File: config.mk
export PLATFORM = sky130hd
export DESIGN_NAME = in_port_ctrl_flat
export DESIGN_NICKNAME = d
export VERILOG_FILES = /design/src/rtl/in_port_ctrl_if.sv /design/src/rtl/in_port_ctrl.sv /design/src/flat_wrapper.sv
export SDC_FILE = /design/constraint.sdc
export NUM_CORES = 1
export LEC_CHECK = 0
export ABC_AREA = 1
export BUFFER_PORTS_ARGS = -buffer_cell sky130_fd_sc_hd__buf_4
export CAP_MARGIN = 20
export CORE_MARGIN = 1
export CORE_UTILIZATION = 56
export DETAILED_ROUTE_END_ITERATION = 8
export GPL_TIMING_DRIVEN = 0
export PLACE_DENSITY_LB_ADDON = 0.1
export SYNTH_ARGS = -nofsm -noshare
export SYNTH_HDL_FRONTEND = slang
export SYNTH_SLANG_ARGS = --single-unit
File: constraint.sdc
create_clock -name clk -period 2.8 [get_ports clk]
set_clock_uncertainty 0.05 [all_clocks]
set_input_delay 0.84 -clock clk [delete_from_list [all_inputs] [get_ports clk]]
set_output_delay 0.84 -clock clk [all_outputs]
set_load 0.1 [all_outputs]
File: src/rtl/in_port_ctrl_if.sv
// Bundle of the source-side and CPU-side signals of the input-port controller.
// Latency: none (wires only).
// Backpressure: ext_ready is the source's only flow control; the source holds ext_data while it is low.
// Ports: ext_data/ext_valid/ext_ready (source push), in_rd/input_port (CPU IN),
//        intr_en/interrupt/intr_ack (interrupt), count/rd_err (status).
interface in_port_ctrl_if #(
    parameter int DEPTH = 4
);
    logic [7:0]             ext_data;
    logic                   ext_valid;
    logic                   ext_ready;
    logic                   in_rd;
    logic [7:0]             input_port;
    logic                   intr_en;
    logic                   interrupt;
    logic                   intr_ack;
    logic [$clog2(DEPTH):0] count;
    logic                   rd_err;

    // Controller side
    modport slave (
        input  ext_data, ext_valid, in_rd, intr_en, intr_ack,
        output ext_ready, input_port, interrupt, count, rd_err
    );

    // Source/CPU side
    modport master (
        output ext_data, ext_valid, in_rd, intr_en, intr_ack,
        input  ext_ready, input_port, interrupt, count, rd_err
    );
endinterface

File: src/rtl/in_port_ctrl.sv
// Input-port controller: byte FIFO between an external source and the CPU IN port, with interrupt + hold-off.
// Latency: byte pushed at edge N is on input_port after edge N; interrupt rises after edge N+1.
// Backpressure: ext_ready = !full; a held byte is never dropped. Pop on empty is ignored and sets sticky rd_err.
// Ports: clk, reset (async active-low), bus (in_port_ctrl_if.slave).
module in_port_ctrl #(
    parameter int DEPTH   = 4,
    parameter int HOLDOFF = 8
) (
    input  logic            clk,
    input  logic            reset,
    in_port_ctrl_if.slave   bus
);
    localparam int AW = $clog2(DEPTH);
    localparam int CW = AW + 1;
    localparam int HW = (HOLDOFF > 1) ? $clog2(HOLDOFF + 1) : 1;

    typedef enum logic [1:0] {IDLE, REQ, DRAIN, HOLD} state_t;

    logic [7:0]    mem [DEPTH];
    logic [AW-1:0] wr_ptr_q, rd_ptr_q;
    logic [CW-1:0] count_q, count_d;
    logic          rd_err_q;
    state_t        state_q, state_d;
    logic [HW-1:0] hold_q, hold_d;
    logic          intr_q;

    logic full, empty, push, pop;

    assign full  = (count_q == CW'(DEPTH));
    assign empty = (count_q == '0);
    assign push  = bus.ext_valid && !full;
    assign pop   = bus.in_rd && !empty;

    always_comb begin
        count_d = count_q;
        case ({push, pop})
            2'b10:   count_d = count_q + CW'(1);
            2'b01:   count_d = count_q - CW'(1);
            default: count_d = count_q;
        endcase
    end

    // Storage is deliberately left out of reset; only pointers/count define validity.
    always_ff @(posedge clk) begin
        if (push) begin
            mem[wr_ptr_q] <= bus.ext_data;
        end
    end

    always_ff @(posedge clk or negedge reset) begin
        if (!reset) begin
            wr_ptr_q <= '0;
            rd_ptr_q <= '0;
            count_q  <= '0;
            rd_err_q <= 1'b0;
        end else begin
            if (push) wr_ptr_q <= wr_ptr_q + AW'(1);
            if (pop)  rd_ptr_q <= rd_ptr_q + AW'(1);
            count_q <= count_d;
            if (bus.in_rd && empty) rd_err_q <= 1'b1;
        end
    end

    // Interrupt FSM. DRAIN looks at next-cycle occupancy so a pop that empties
    // the FIFO starts the hold-off on that same edge.
    always_comb begin
        state_d = state_q;
        hold_d  = hold_q;
        case (state_q)
            IDLE: begin
                if (bus.intr_en && !empty) state_d = REQ;
            end
            REQ: begin
                if (bus.intr_ack)      state_d = DRAIN;
                else if (!bus.intr_en) state_d = IDLE;
            end
            DRAIN: begin
                if (count_d == '0) begin
                    if (HOLDOFF == 0) begin
                        state_d = IDLE;
                    end else begin
                        state_d = HOLD;
                        hold_d  = HW'(HOLDOFF);
                    end
                end
            end
            HOLD: begin
                hold_d = hold_q - HW'(1);
                if (hold_q <= HW'(1)) begin
                    state_d = IDLE;
                    hold_d  = '0;
                end
            end
            default: state_d = IDLE;
        endcase
    end

    always_ff @(posedge clk or negedge reset) begin
        if (!reset) begin
            state_q <= IDLE;
            hold_q  <= '0;
            intr_q  <= 1'b0;
        end else begin
            state_q <= state_d;
            hold_q  <= hold_d;
            intr_q  <= (state_d == REQ);
        end
    end

    assign bus.ext_ready  = !full;
    assign bus.input_port = empty ? 8'h00 : mem[rd_ptr_q];
    assign bus.interrupt  = intr_q;
    assign bus.count      = count_q;
    assign bus.rd_err     = rd_err_q;
endmodule

File: src/flat_wrapper.sv
// flat-port wrapper written by rule: the top's interface ports become plain ports
module in_port_ctrl_flat 
#(
    parameter int DEPTH   = 4,
    parameter int HOLDOFF = 8
)
  (clk, reset, bus_ext_data, bus_ext_valid, bus_in_rd, bus_intr_en, bus_intr_ack, bus_ext_ready, bus_input_port, bus_interrupt, bus_count, bus_rd_err);
  in_port_ctrl_if #(.DEPTH(DEPTH)) bus_i ();
  input  logic clk;
  input  logic reset;
  input wire logic [$bits(bus_i.ext_data)-1:0] bus_ext_data;
  input wire logic [$bits(bus_i.ext_valid)-1:0] bus_ext_valid;
  input wire logic [$bits(bus_i.in_rd)-1:0] bus_in_rd;
  input wire logic [$bits(bus_i.intr_en)-1:0] bus_intr_en;
  input wire logic [$bits(bus_i.intr_ack)-1:0] bus_intr_ack;
  output wire logic [$bits(bus_i.ext_ready)-1:0] bus_ext_ready;
  output wire logic [$bits(bus_i.input_port)-1:0] bus_input_port;
  output wire logic [$bits(bus_i.interrupt)-1:0] bus_interrupt;
  output wire logic [$bits(bus_i.count)-1:0] bus_count;
  output wire logic [$bits(bus_i.rd_err)-1:0] bus_rd_err;
  assign bus_i.ext_data = bus_ext_data;
  assign bus_i.ext_valid = bus_ext_valid;
  assign bus_i.in_rd = bus_in_rd;
  assign bus_i.intr_en = bus_intr_en;
  assign bus_i.intr_ack = bus_intr_ack;
  assign bus_ext_ready = bus_i.ext_ready;
  assign bus_input_port = bus_i.input_port;
  assign bus_interrupt = bus_i.interrupt;
  assign bus_count = bus_i.count;
  assign bus_rd_err = bus_i.rd_err;
  in_port_ctrl #(.DEPTH(DEPTH), .HOLDOFF(HOLDOFF)) u_core (.clk(clk), .reset(reset), .bus(bus_i));
endmodule
==> impl_metrics.tcl <==
set metrics [dict create \
    ff_latch_area_sq_um 1340 \
    path_buf_inv 4 \
    final_common_cell "nor2_1" \
    regToRegSetupSlack_ps 280 \
    drt_iter0_drc 81 \
    ys_types 24 \
    hold_path.class "input port to asynchronous set/reset pin" \
    wirelength_microns 3990 \
    place_congestion 0.799 \
    yosysSeqAreaShare 0.627 \
    drive_gt1_frac 0.287 \
    worstPathCellList "buf_4, inv_2, buf_2, o21ai_0, a21oi_2, buf_6" \
    nFillCells 289 \
    drt-pass1-iter-count 4 \
    via_per_inst 5.15 \
    grt_pass1_vias 1426 \
    cts.htree.levels 2 \
    crit_path_end_kind "output pin" \
    cts-hold-fix-buffers 0 \
    max_freq_mhz 375 \
    die_y_microns 63.7 \
    critPathMaxFanout 10 \
    cp-endpoint "bus_input_port[0]" \
    antenna_left 0 \
    async_reset_ff_frac 0.319 \
    portBuffers 27 \
    syn_area_sq_um 2130 \
    cts_resized 0 \
    initial_core_util 0.582 \
    r2r-start "u_core.bus.count[1]$_DFF_PN0_" \
    drc 0 \
    start_kind "flip-flop" \
    finalSetupViolCount 0 \
    die_width_microns 63.7 \
    tightest_slew_ps 782 \
    track_usage 0.225 \
    grt_start_max_net_pins 16 \
    place_hpwl_microns 2820 \
    maxCapViolations 0 \
    synth.top_cell.area_share 0.451 \
    critical_path_class "flip-flop to output pin" \
    whs_ps 333 \
    syn-instance-count 202 \
    antenna_found_initial 0 \
    grt_overflow_total 0 \
    clkTransAtPathRegs_ps 90 \
    dieArea_sq_um 4060 \
    finalSetupTns_ps 0 \
    slew_headroom 0.477 \
    crit_start "u_core.rd_ptr_q[0]$_DFFE_PN0P_" \
    rsz0062_at_grt "no" \
    clock_latency_ps 300 \
    clock_path_buffers 2 \
    path_delay_family "buffers and inverters" \
    drt-wirelength-per-cell_microns 14.0 \
    critical-path-max-stage-delay_ps 370 \
    worstPathRequired_ps 1910 \
    slew_violations 0 \
    final_cell_mix "42 x nor2_1, 32 x edfxtp_1, 24 x buf_4, 21 x inv_1, 20 x o21ai_0" \
    slowest_stage "dfrtp_1" \
    core_sq_um 3660 \
    tritoncts "yes" \
    ys.flop_type "edfxtp_1" \
    synth_top_area_cell "edfxtp_1" \
    hold_viol_final 0 \
    synth_top_cells_by_area "edfxtp_1 45%, dfrtp_1 18%, nor2_1 7.4%, o21ai_0 4.7%, ha_1 4.1%" \
    outcome "completed" \
    crit_cells 6 \
    cts_buffers 5 \
    insertedDiodeCount 0 \
    fin_crit_sh 0.954 \
    postSynthNetCount 224 \
    syn_area_per_cell_sq_um 10.5 \
    rows 22 \
    r2r_cells 12 \
    synth.ff_latch_count 47 \
    synth-edff-count 32 \
    cts_sinks 47 \
    r2r-end "u_core.bus.interrupt$_DFF_PN0_" \
    cts_setup_buffers 0 \
    worstPathArrival_ps 1780 \
    multi_input_area_sq_um 711 \
    ys_warn_count 0 \
    io_pins 28 \
    syn_to_final_growth_pct 19.5 \
    cts_root_buf "clkbuf_8" \
    min_period_ps 2670 \
    dr_total_vias 1469 \
    grt_pass1_wl_microns 6590 \
    nNetsFinal 258 \
]
-- sequential cells by signal, summed over array words and instances (netlist names) --
name / flops
u_core.bus.rd_err: 1
u_core.bus.interrupt: 1
u_core.hold_q: 4
u_core.bus.count: 3
u_core.mem: 32
u_core.wr_ptr_q: 2
u_core.rd_ptr_q: 2
u_core.state_q: 2
-- layer usage --
layer	GRT usage	up-vias	part of all wire
met5	0	-	0
met4	0.0824	0	0.0030
met3	0.0670	2	0.047
met2	0.343	33	0.51
met1	0.303	699	0.44
li1	-	735	-
-- cells in the mapped netlist (2+ instances only) --
library cell / count
dfrtp_1: 15
nand3_2: 2
o21ai_0: 20
nand3_1: 7
xor2_1: 2
nor3_2: 2
a21oi_1: 10
o21ai_1: 5
inv_2: 4
edfxtp_1: 32
nor2_1: 42
ha_1: 7
nor2_2: 3
nor3_1: 2
nand2_2: 6
buf_4: 3
nand2_1: 13
inv_1: 21
-- cell families after synthesis --
family	share of synthesized area
AO/OA/AOI/OAI	0.0857
AND/OR/NAND/NOR	0.169
flip-flops	0.627
XOR/XNOR	0.00822
buffers and inverters	0.0593
adder cells (fa/ha/maj)	0.0505
-- area by class of cell --
class                   count  share of cell area
multi-input cells         125               0.279
plain buffers               5              0.0128
inverters                  25              0.0369
clock inverters             3             0.00590
well taps                  48              0.0236
repair buffers             27              0.0885
clock buffers               5              0.0270
flip-flops and latches     47               0.526
-- stage by stage --
stage | utilization | setup WS [ps] | area (sq um) | instances
floorplan | - | 54.9 | 2180 | 202
global placement | 0.666 | 226 | 2440 | 277
detailed placement | 0.666 | 204 | 2440 | 277
CTS | 0.689 | 54.4 | 2520 | 285
global route | 0.695 | 14.8 | 2550 | 285
finish | 0.695 | 130 | 2550 | 285
-- worst min path at each step --
stage | depth (start not counted) | startpoint | to
floorplan | 1 | u_core.hold_q[0]$_DFFE_PN0P_ | u_core.hold_q[0]$_DFFE_PN0P_
global placement | 1 | u_core.bus.rd_err$_DFFE_PN0P_ | u_core.bus.rd_err$_DFFE_PN0P_
detailed placement | 1 | u_core.bus.rd_err$_DFFE_PN0P_ | u_core.bus.rd_err$_DFFE_PN0P_
CTS | 1 | reset | u_core.state_q[0]$_DFF_PN0_
global route | 1 | reset | u_core.state_q[0]$_DFF_PN0_
finish | 1 | reset | u_core.state_q[0]$_DFF_PN0_
Power is left out: the tool's default activity adds up to more than one toggle a clock period on the data nets, which glitch-free logic cannot reach.
